<file path="src/rtl/vx_dispatch_batch_ctrl_pkg.sv">
// Shared types and sizing helpers for the dispatch batch controller.
// Default geometry is four issue slots served two at a time.
package vx_dispatch_batch_ctrl_pkg;

    localparam int ISSUE_WIDTH_DEF = 4;
    localparam int BLOCK_SIZE_DEF  = 2;

    typedef enum logic {
        BCTL_IDLE,
        BCTL_ACTIVE
    } bctl_state_t;

    // Index width that never collapses to zero bits for a single batch.
    function automatic int log2up(input int n);
        return (n > 1) ? $clog2(n) : 1;
    endfunction

endpackage

</file>
<file path="src/rtl/vx_dispatch_batch_ctrl_if.sv">
// Issue-slot / execute-block handshake bundle for the batch controller.
// The master side drives the slot and eop lines; the controller is the slave.
interface vx_dispatch_batch_ctrl_if
    import vx_dispatch_batch_ctrl_pkg::*;
#(
    parameter int ISSUE_WIDTH = ISSUE_WIDTH_DEF,
    parameter int BLOCK_SIZE  = BLOCK_SIZE_DEF
);
    localparam int BATCH_COUNT_W = log2up(ISSUE_WIDTH / BLOCK_SIZE);

    logic [ISSUE_WIDTH-1:0]   slot_valid;
    logic [BLOCK_SIZE-1:0]    blk_eop_fire;
    logic [BATCH_COUNT_W-1:0] batch_idx;
    logic                     batch_active;
    logic [BLOCK_SIZE-1:0]    blk_enable;
    logic                     batch_done;

    modport master (
        output slot_valid, blk_eop_fire,
        input  batch_idx, batch_active, blk_enable, batch_done
    );

    modport slave (
        input  slot_valid, blk_eop_fire,
        output batch_idx, batch_active, blk_enable, batch_done
    );

endinterface

</file>
<file path="src/rtl/vx_dispatch_batch_ctrl_rr_arbiter.sv">
// Combinational round-robin pick: first requester at or after start,
// wrapping explicitly at NUM so non-power-of-two counts are handled.
module vx_dispatch_batch_ctrl_rr_arbiter #(
    parameter int NUM = 2,
    parameter int W   = 1
) (
    input  logic [NUM-1:0] requests,
    input  logic [W-1:0]   start,
    output logic           grant_valid,
    output logic [W-1:0]   grant_index
);
    int          cand;
    logic [W-1:0] idx;

    // NOTE: every always_comb output gets a default first so no path infers a latch.
    always_comb begin
        grant_valid = 1'b0;
        grant_index = '0;
        cand        = 0;
        idx         = '0;
        for (int i = 0; i < NUM; i++) begin
            cand = int'(start) + i;
            if (cand >= NUM) cand = cand - NUM;
            idx = W'(cand);
            if (!grant_valid && requests[idx]) begin
                grant_valid = 1'b1;
                grant_index = idx;
            end
        end
    end

endmodule

</file>
<file path="src/rtl/vx_dispatch_batch_ctrl.sv">
// Dispatch batch scheduler: grants the execute blocks to one batch of issue
// slots at a time, round-robin, holding each grant until every block signals eop.
module vx_dispatch_batch_ctrl
    import vx_dispatch_batch_ctrl_pkg::*;
#(
    parameter int ISSUE_WIDTH = ISSUE_WIDTH_DEF,
    parameter int BLOCK_SIZE  = BLOCK_SIZE_DEF
) (
    input logic                     clk,
    input logic                     reset,
    vx_dispatch_batch_ctrl_if.slave bus
);
    localparam int BATCH_COUNT   = ISSUE_WIDTH / BLOCK_SIZE;
    localparam int BATCH_COUNT_W = log2up(BATCH_COUNT);
    localparam logic [BATCH_COUNT_W-1:0] LAST_BATCH = BATCH_COUNT_W'(BATCH_COUNT - 1);

    bctl_state_t              state;
    logic                     batch_active;
    logic [BATCH_COUNT_W-1:0] batch_idx;
    logic [BATCH_COUNT_W-1:0] rr_ptr;
    logic [BATCH_COUNT_W-1:0] next_idx;
    logic [BATCH_COUNT_W-1:0] arb_start;
    logic [BATCH_COUNT_W-1:0] arb_index;
    logic                     arb_valid;
    logic [BATCH_COUNT-1:0]   bvalid;
    logic [BATCH_COUNT-1:0]   arb_req;
    logic [BLOCK_SIZE-1:0]    bslots [BATCH_COUNT];
    logic [BLOCK_SIZE-1:0]    done_mask;
    logic [BLOCK_SIZE-1:0]    done_nxt;
    logic [BLOCK_SIZE-1:0]    grant_slots;
    logic                     complete;

    for (genvar k = 0; k < BATCH_COUNT; k++) begin : g_batch
        assign bslots[k] = bus.slot_valid[k*BLOCK_SIZE +: BLOCK_SIZE];
        assign bvalid[k] = |bslots[k];
    end

    assign next_idx    = (batch_idx == LAST_BATCH) ? '0 : batch_idx + 1'b1;
    assign done_nxt    = done_mask | bus.blk_eop_fire;
    assign complete    = (state == BCTL_ACTIVE) && (&done_nxt);
    assign grant_slots = bslots[arb_index];

    always_comb begin
        arb_start = (state == BCTL_ACTIVE) ? next_idx : rr_ptr;
        arb_req   = bvalid;
        // A finishing batch yields to the others; with a single batch it re-grants itself.
        if (state == BCTL_ACTIVE && BATCH_COUNT > 1) arb_req[batch_idx] = 1'b0;
    end

    vx_dispatch_batch_ctrl_rr_arbiter #(
        .NUM (BATCH_COUNT),
        .W   (BATCH_COUNT_W)
    ) u_arb (
        .requests    (arb_req),
        .start       (arb_start),
        .grant_valid (arb_valid),
        .grant_index (arb_index)
    );

    // NOTE: sequential state uses non-blocking assignments so every register samples pre-edge values.
    always_ff @(posedge clk) begin
        if (reset) begin
            state        <= BCTL_IDLE;
            batch_active <= 1'b0;
            batch_idx    <= '0;
            rr_ptr       <= '0;
            done_mask    <= '0;
        end else begin
            case (state)
                BCTL_IDLE: begin
                    if (arb_valid) begin
                        state        <= BCTL_ACTIVE;
                        batch_active <= 1'b1;
                        batch_idx    <= arb_index;
                        done_mask    <= ~grant_slots;
                    end
                end
                BCTL_ACTIVE: begin
                    if (&done_nxt) begin
                        rr_ptr <= next_idx;
                        if (arb_valid) begin
                            batch_idx <= arb_index;
                            done_mask <= ~grant_slots;
                        end else begin
                            state        <= BCTL_IDLE;
                            batch_active <= 1'b0;
                            done_mask    <= '0;
                        end
                    end else begin
                        done_mask <= done_nxt;
                    end
                end
                default: state <= BCTL_IDLE;
            endcase
        end
    end

    assign bus.batch_idx    = batch_idx;
    assign bus.batch_active = batch_active;
    assign bus.blk_enable   = batch_active ? ~done_mask : '0;
    assign bus.batch_done   = complete;

endmodule

</file>
<file path="src/flat_wrapper.sv">
// flat-port wrapper written by rule: the top's interface ports become plain ports
module vx_dispatch_batch_ctrl_flat import vx_dispatch_batch_ctrl_pkg::*;
#(
    parameter int ISSUE_WIDTH = ISSUE_WIDTH_DEF,
    parameter int BLOCK_SIZE  = BLOCK_SIZE_DEF
)
  (clk, reset, bus_slot_valid, bus_blk_eop_fire, bus_batch_idx, bus_batch_active, bus_blk_enable, bus_batch_done);
  vx_dispatch_batch_ctrl_if #(.ISSUE_WIDTH(ISSUE_WIDTH), .BLOCK_SIZE(BLOCK_SIZE)) bus_i ();
  input logic clk;
  input logic reset;
  input wire logic [$bits(bus_i.slot_valid)-1:0] bus_slot_valid;
  input wire logic [$bits(bus_i.blk_eop_fire)-1:0] bus_blk_eop_fire;
  output wire logic [$bits(bus_i.batch_idx)-1:0] bus_batch_idx;
  output wire logic [$bits(bus_i.batch_active)-1:0] bus_batch_active;
  output wire logic [$bits(bus_i.blk_enable)-1:0] bus_blk_enable;
  output wire logic [$bits(bus_i.batch_done)-1:0] bus_batch_done;
  assign bus_i.slot_valid = bus_slot_valid;
  assign bus_i.blk_eop_fire = bus_blk_eop_fire;
  assign bus_batch_idx = bus_i.batch_idx;
  assign bus_batch_active = bus_i.batch_active;
  assign bus_blk_enable = bus_i.blk_enable;
  assign bus_batch_done = bus_i.batch_done;
  vx_dispatch_batch_ctrl #(.ISSUE_WIDTH(ISSUE_WIDTH), .BLOCK_SIZE(BLOCK_SIZE)) u_core (.clk(clk), .reset(reset), .bus(bus_i));
endmodule
</file>
<file path="config.mk">
export PLATFORM = sky130hd
export DESIGN_NAME = vx_dispatch_batch_ctrl_flat
export DESIGN_NICKNAME = d
export VERILOG_FILES = /design/src/rtl/vx_dispatch_batch_ctrl_pkg.sv /design/src/rtl/vx_dispatch_batch_ctrl_if.sv /design/src/rtl/vx_dispatch_batch_ctrl_rr_arbiter.sv /design/src/rtl/vx_dispatch_batch_ctrl.sv /design/src/flat_wrapper.sv
export SDC_FILE = /design/constraint.sdc
export NUM_CORES = 1
export LEC_CHECK = 0
export BUFFER_PORTS_ARGS = -buffer_cell sky130_fd_sc_hd__buf_2
export CORE_MARGIN = 2
export CORE_UTILIZATION = 25
export DETAILED_ROUTE_END_ITERATION = 12
export GPL_ROUTABILITY_DRIVEN = 0
export PLACE_DENSITY = 0.49
export REMOVE_ABC_BUFFERS = 1
export SLEW_MARGIN = 5
export SYNTH_ARGS = -nofsm -noshare
export SYNTH_HDL_FRONTEND = slang
export SYNTH_HIERARCHICAL = 1
export SYNTH_SLANG_ARGS = --single-unit
</file>
<file path="constraint.sdc">
create_clock -name clk -period 1.8 [get_ports clk]
set_input_delay 0.09 -clock clk [delete_from_list [all_inputs] [get_ports clk]]
set_output_delay 0.09 -clock clk [all_outputs]
set_load 0.01 [all_outputs]
</file>
=== Word-level counts from Yosys, hierarchy flattened ===
Cells that the tools add are included.

* Register bits after elaboration: 6
* Bits of input ports: 8
* Output and inout port bits: 5

* Add/subtract/negate cells: 4
* Magnitude comparators: 7
* Equal/unequal tests: 3
* Muxes and demuxes: 33
* Bitwise gates (word level): 7
* Reduce and logical (&&, ||, !) cells: 9

{| class="wikitable"
|+ Operators by type and width
! cell !! count
|-
| $mux W1 || 20
|-
| $mux W2 || 8
|-
| $lt A1 B2 Y1 const B || 3
|-
| $not A2 Y2 || 3
|-
| $pmux W1 S2 || 3
|-
| $reduce_and A3 Y1 || 2
|-
| $ge A2 B2 Y1 const B || 2
|-
| $ne A2 B2 Y1 const B || 2
|-
| $pmux W2 S2 || 1
|-
| $reduce_or A2 Y1 || 2
|-
| $logic_and A1 B1 Y1 || 3
|-
| $add A1 B1 Y2 const B || 1
|-
| $and A2 B2 Y2 || 1
|-
| $ge A1 B2 Y1 const B || 1
|-
| $ne A2 B1 Y1 const B || 1
|-
| $not A1 Y2 || 1
|-
| $or A2 B2 Y2 || 1
|-
| $reduce_and A2 Y1 || 1
|-
| $sub A1 B1 Y1 const B || 2
|-
| $add A1 B1 Y1 const B || 1
|-
| $demux W1 S1 || 1
|-
| $ge A1 B1 Y1 const B || 1
|-
| $logic_not A1 Y1 || 1
|-
| $not A1 Y1 || 1
|}

=== Depth between registers and ports, before layout ===
* Word-level depth: 21
* Mapped depth: 8
* Depth with buffers taken out: 7

=== Modules after synthesis ===
Netlist, hierarchy kept.

{| class="wikitable"
|+ Modules (own cells, without submodules)
! module !! times used !! cells an instance !! area an instance (um^2)
|-
| vx_dispatch_batch_ctrl || 1 || 43 || 369.1
|-
| vx_dispatch_batch_ctrl_rr_arbiter || 1 || 3 || 17.5
|}

=== Least setup slack after synthesis ===
OpenSTA, ideal clock, no wires.

* Path kind: register to register
* Start: register u_core.state
* End: register u_core.done_mask[1]
* Library setup time: 124 ps
* Data arrival time: 1310 ps
* Required time: 1676 ps
* Path slack: 366 ps
* Cell stages (with the launch flop): 9
* Path buffers: 1
* Cells stage by stage: dfxtp_1 buf_6 nor2_1 a21oi_1 inv_1 a21boi_1 mux2i_1 a211oi_1 nor3_1

* Cells in the longest elaborated chain, start to end: 17

{| class="wikitable"
|+ RTL lines
! what !! RTL line !! text
|-
| from (decl) || vx_dispatch_batch_ctrl.sv:17 || <nowiki>bctl_state_t state;</nowiki>
|-
| from (signal assigned) || vx_dispatch_batch_ctrl.sv:63 || <nowiki>state <= BCTL_IDLE;</nowiki>
|-
| from (signal assigned) || vx_dispatch_batch_ctrl.sv:72 || <nowiki>state <= BCTL_ACTIVE;</nowiki>
|-
| from (signal assigned) || vx_dispatch_batch_ctrl.sv:85 || <nowiki>state <= BCTL_IDLE;</nowiki>
|-
| $mux W1 (*) || vx_dispatch_batch_ctrl.sv:44 || <nowiki>arb_start = (state == BCTL_ACTIVE) ? next_idx : rr_ptr;</nowiki>
|-
| net u_core.arb_start || vx_dispatch_batch_ctrl.sv:22 || <nowiki>logic [BATCH_COUNT_W-1:0] arb_start;</nowiki>
|-
| $ge A1 B2 Y1 or $sub A1 B1 Y1 (tied branches) || vx_dispatch_batch_ctrl_rr_arbiter.sv:23 || <nowiki>if (cand >= NUM) cand = cand - NUM;</nowiki>
|-
| $mux W1 || vx_dispatch_batch_ctrl_rr_arbiter.sv:23 ||
|-
| $mux W1 (not written as such) (2 in series) || vx_dispatch_batch_ctrl_rr_arbiter.sv:25 || <nowiki>if (!grant_valid && requests[idx]) begin</nowiki>
|-
| $mux W1 || vx_dispatch_batch_ctrl_rr_arbiter.sv:25 ||
|-
| $logic_not A1 Y1 || vx_dispatch_batch_ctrl_rr_arbiter.sv:25 ||
|-
| $logic_and A1 B1 Y1 || vx_dispatch_batch_ctrl_rr_arbiter.sv:25 ||
|-
| $mux W1 (*) || vx_dispatch_batch_ctrl_rr_arbiter.sv:25 ||
|-
| net u_core.arb_index || vx_dispatch_batch_ctrl.sv:23 || <nowiki>logic [BATCH_COUNT_W-1:0] arb_index;</nowiki>
|-
| $not A1 Y2 (not written as such) (*) || vx_dispatch_batch_ctrl.sv:41 || <nowiki>assign grant_slots = bslots[arb_index];</nowiki>
|-
| $mux W2 (not written as such) (*) (3 in series) || vx_dispatch_batch_ctrl.sv:41 ||
|-
| $not A2 Y2 (*) || vx_dispatch_batch_ctrl.sv:75, vx_dispatch_batch_ctrl.sv:83 ||
|-
| $mux W2 || vx_dispatch_batch_ctrl.sv:81 || <nowiki>if (arb_valid) begin</nowiki>
|-
| $mux W2 || vx_dispatch_batch_ctrl.sv:79 || <nowiki>if (&done_nxt) begin</nowiki>
|-
| $pmux W2 S2 (*) || vx_dispatch_batch_ctrl.sv:69 || <nowiki>case (state)</nowiki>
|-
| to (signal assigned) || vx_dispatch_batch_ctrl.sv:75 || <nowiki>done_mask <= ~grant_slots;</nowiki>
|-
| to (signal assigned) || vx_dispatch_batch_ctrl.sv:83 || <nowiki>done_mask <= ~grant_slots;</nowiki>
|-
| to (signal assigned) || vx_dispatch_batch_ctrl.sv:90 || <nowiki>done_mask <= done_nxt;</nowiki>
|-
| to (decl) || vx_dispatch_batch_ctrl.sv:28 || <nowiki>logic [BLOCK_SIZE-1:0] done_mask;</nowiki>
|}

Mark *: on every way through the listed nets, which the timed path passes. The rest lies on a longest branch. The select of a mux whose other input is x is not followed.
A chain may end at the register's enable or synchronous reset.

=== Worst setup path in the final report ===
* Start: register u_core.batch_idx (netlist: u_core/bus.batch_idx)
* End: register u_core.batch_idx (netlist: u_core/bus.batch_idx)

* Cells in the longest elaborated chain, start to end: 16

{| class="wikitable"
|+ RTL lines
! what !! RTL line !! text
|-
| from (decl) || vx_dispatch_batch_ctrl.sv:19 || <nowiki>logic [BATCH_COUNT_W-1:0] batch_idx;</nowiki>
|-
| from (signal assigned) || vx_dispatch_batch_ctrl.sv:74 || <nowiki>batch_idx <= arb_index;</nowiki>
|-
| from (signal assigned) || vx_dispatch_batch_ctrl.sv:82 || <nowiki>batch_idx <= arb_index;</nowiki>
|-
| $lt A1 B2 Y1 (not written as such) or $ge A1 B1 Y1 (tied branches) || vx_dispatch_batch_ctrl.sv:47 || <nowiki>if (state == BCTL_ACTIVE && BATCH_COUNT > 1) arb_req[batch_idx] = 1'b0;</nowiki>
|-
| $logic_and A1 B1 Y1 (not written as such) || vx_dispatch_batch_ctrl.sv:47 ||
|-
| $mux W1 (not written as such) || vx_dispatch_batch_ctrl.sv:47 ||
|-
| $demux W1 S1 (*) || n/a ||
|-
| $not A2 Y2 (no line) (*) || n/a ||
|-
| $and A2 B2 Y2 (no line) (*) || n/a ||
|-
| $mux W2 (*) || vx_dispatch_batch_ctrl.sv:47 ||
|-
| net u_core.arb_req[0] || vx_dispatch_batch_ctrl.sv:26 || <nowiki>logic [BATCH_COUNT-1:0] arb_req;</nowiki>
|-
| $mux W1 (not written as such) (2 in series) || vx_dispatch_batch_ctrl_rr_arbiter.sv:25 ||
|-
| $mux W1 || vx_dispatch_batch_ctrl_rr_arbiter.sv:25 ||
|-
| $logic_not A1 Y1 || vx_dispatch_batch_ctrl_rr_arbiter.sv:25 ||
|-
| $logic_and A1 B1 Y1 || vx_dispatch_batch_ctrl_rr_arbiter.sv:25 ||
|-
| $mux W1 (*) || vx_dispatch_batch_ctrl_rr_arbiter.sv:25 ||
|-
| net u_core.arb_valid || vx_dispatch_batch_ctrl.sv:24 || <nowiki>logic arb_valid;</nowiki>
|-
| $mux W1 (*) || vx_dispatch_batch_ctrl.sv:71, vx_dispatch_batch_ctrl.sv:81 ||
|-
| $mux W1 || vx_dispatch_batch_ctrl.sv:79 ||
|-
| $pmux W1 S2 (*) || vx_dispatch_batch_ctrl.sv:69 ||
|}

Marks and branches as above.

==> flow_summary.ini <==
[outcome]
run_status = complete, no violations

[cells_and_area]
antenna-diode-count = 0
non_filler_instance_count_after_layout = 76
nets = 70
syn2layout_area_growth_pct = 24.3
post_route_cells_drive_above_1_share_pct = 33.3

[flow_run]
maxCapViolations = 0

[clock_tree]
cts_made_buffers = 3
tritoncts_num_sinks = 6
clk_latency_ns = 0.24
cts-root-to-sink-buffers = 2
cts_tree = built
cts.clk_slew.worst_paths_ns = 0.04
postCtsResizedCells = 0
cts-htree-levels = 1
clock_tree.root_cell = clkbuf_4
cts_setup_buffers = 0
cts_hold_repair.buffers = 0

[route]
dr.first_iter.drc_count = 6
drc_violations = 0
vias = 374
drt_wl_total_um = 794
first_pass_drt_iterations = 4
wl_per_cell_um = 10.4
post_drt_via_cell_ratio = 4.92
antenna_violating_nets_post_route = 0

[sta]
max_clock_freq_mhz = 657
fin_skew_ns = 0.000646
worst_slew_pin_slew_ns = 0.381
fin_crit_ns = 1.52
timing.final.hold_violations = 0
finalMaxSlewViolations = 0
timing.final.crit_share_pct = 84.6
setup_viol = 0
finalSetupTns_ns = 0
worst_slew_margin_rel_pct = 74.5
whs_ns = 0.102
setup_repair_after_global_routing_missed_its_margin = no

[yosys]
synth_instances = 46
ys_dominant_reg_cell = dfxtp_1
synth_area_leader_cell = dfxtp_1
combinational_family_with_the_most_area_after_synthesis = simple AND/OR/NAND/NOR gates
avg_synthesized_cell_area_um2 = 8.40
post-synth-top-area-fraction_pct = 31.1
asyncSetResetFlopFracSynth_pct = 0
ys_seq_area_share_pct = 31.1
synth_mux_area_share_pct = 5.18
synth_seq_cells = 6
synthesized_area_fraction_occupied_by_and_or_nand_nor_cells_pct = 28.2
post_synthesis_compound_gate_area_fraction_pct = 27.5
synth-warning-count = 6
yosys.area_share.xor_xnor_pct = 0
post_synth_instance_area_um2 = 387
yosys.cell_types.count = 24
number_of_flops_mapped_to_enable_cells_by_yosys = 0
synth_top_cells_by_area = dfxtp_1 (31%), nor3b_1 (7.8%), a21oi_1 (6.5%), mux2i_1 (5.2%), o221a_4 (5.2%)
post_synth_fa_ha_maj_area_fraction_pct = 0

[floorplan]
die_width_um = 43.3
core_area_mm2 = 0.00147
initial_utilization_pct = 26.3
floorplan.rows = 14
io_pins = 13
design.die.area_mm2 = 0.00188
floorplan.die.height_um = 43.3

[global_routing]
number_of_antenna_violations_at_the_first_check_in_global_routing = 0
grt_util_all_layers_pct = 9.92
grt_pass1_vias = 312
overflow = 0
global_route_wire_length_before_repair_um = 1360
grt_start_max_net_pins = 10

[critical_path]
critical_path_class = reg2reg
setup.worst_path.start_class = flop
cp_data_required_time_ns = 1.94
critPathArrivalTime_ns = 1.66
end_kind = flop
critical_path_peak_fanout = 9

[power_and_ir_drop]
clkPwrFrac_pct = 27.8
net-switching-power_uw = 142
power_per_cell_area_mw_per_mm2 = 913
power.sequential.fraction_pct = 40.4
p_int_uw = 297
p_comb_share_pct = 31.8
post-layout-total-power_uw = 439
p_sw_share_pct = 32.4
power.leakage_uw = 0.000219
vdd_ir_drop_max_v = 0.000251

[placement]
dp_hpwl_um = 638
portBuffers = 12
placed_cells_incl_taps = 73

[min_path]
worstHoldPathType = in2reg
[logic make-up after synthesis]
| logic type | Yosys count |
|---|---|
| AND/OR/NAND/NOR | 18 |
| AO/OA/AOI/OAI | 14 |
| flip-flops | 6 |
| buffers and inverters | 6 |
| multiplexers | 2 |
[cell usage in the layout, fill, tap and decap left out]
master / count
nor2_1: 4
nor2_2: 1
o22ai_1: 1
a31oi_1: 1
inv_1: 4
a21oi_1: 5
a21boi_1: 1
clkbuf_4: 3
buf_2: 12
dfxtp_1: 6
a211oi_2: 1
nor2b_1: 2
nand2_1: 1
mux2i_1: 2
nand4_1: 1
nor3_1: 2
buf_4: 1
o21ai_0: 1
and2b_2: 1
o311ai_0: 1
o221a_4: 1
or2_1: 1
nor3b_1: 4
a211oi_1: 2
nor4bb_1: 1
[registers in the layout, summed over array words and instances (netlist names)]
| signal | flops |
|---|---|
| u_core/bus.batch_active | 1 |
| u_core/state | 1 |
| u_core/done_mask | 2 |
| u_core/bus.batch_idx | 1 |
| u_core/rr_ptr | 1 |
[power groups by stage]
stage                     Combinational (uW)  Sequential, uW  Clock, uW
final                                    139             177        122
after floorplan                         88.9             182          0
after CTS                                140             177        129
after global placement                   141             179          0
after detailed placement                 140             180          0
after global routing                     158             181        139
[worst max-delay path, stage by stage, from the launching register on]
cell and delay [ns]:
dfxtp_1 0.44, inv_1 0.07, a21oi_1 0.15, or2_1 0.27
nor4bb_1 0.32, a31oi_1 0.06, o311ai_0 0.10
[synthesized netlist by cell type, types with 2 or more instances]
master	number
nor2b_1	2
nor3b_1	4
inv_1	4
dfxtp_1	6
nor2_1	4
nor3_1	2
a211oi_1	2
mux2i_1	2
a21oi_1	5
[through the flow]
step                util, %  worst slack, ns  area (um2)
floorplan                 -            0.330         370
global placement       31.1            0.264         458
detailed placement     31.1            0.295         458
CTS                    32.7            0.280         480
global route           32.7           0.0941         480
finish                 32.7            0.277         480
[metal layers]
| metal | vias to the layer above | wire length, um | global-route usage, % |
|---|---|---|---|
| met4 | 0 | 0 | 7.27 |
| li1 | 201 | - | - |
| met2 | 16 | 328 | 13.1 |
| met5 | - | 0 | 0 |
| met1 | 157 | 404 | 12.6 |
| met3 | 0 | 61 | 4.26 |
[layout make-up]
class,instances,area (um2)
Timing Repair Buffer,13,67.6
Multi-Input combinational cell,34,235
Tap cell,16,20.0
Inverter,4,15.0
Clock buffer,3,22.5
Sequential cell,6,120
Fill cell,169,991
[final timing paths]
path                        start                    to  slack (ns)  cells after the start
max          u_core/bus.batch_idx  u_core/bus.batch_idx        0.28                      6
min                         reset         u_core/rr_ptr        0.10                      2
max reg2reg  u_core/bus.batch_idx  u_core/bus.batch_idx        0.28                      6
min reg2reg         u_core/rr_ptr         u_core/rr_ptr        0.53                      2
(Power assumes the default switching activity.)
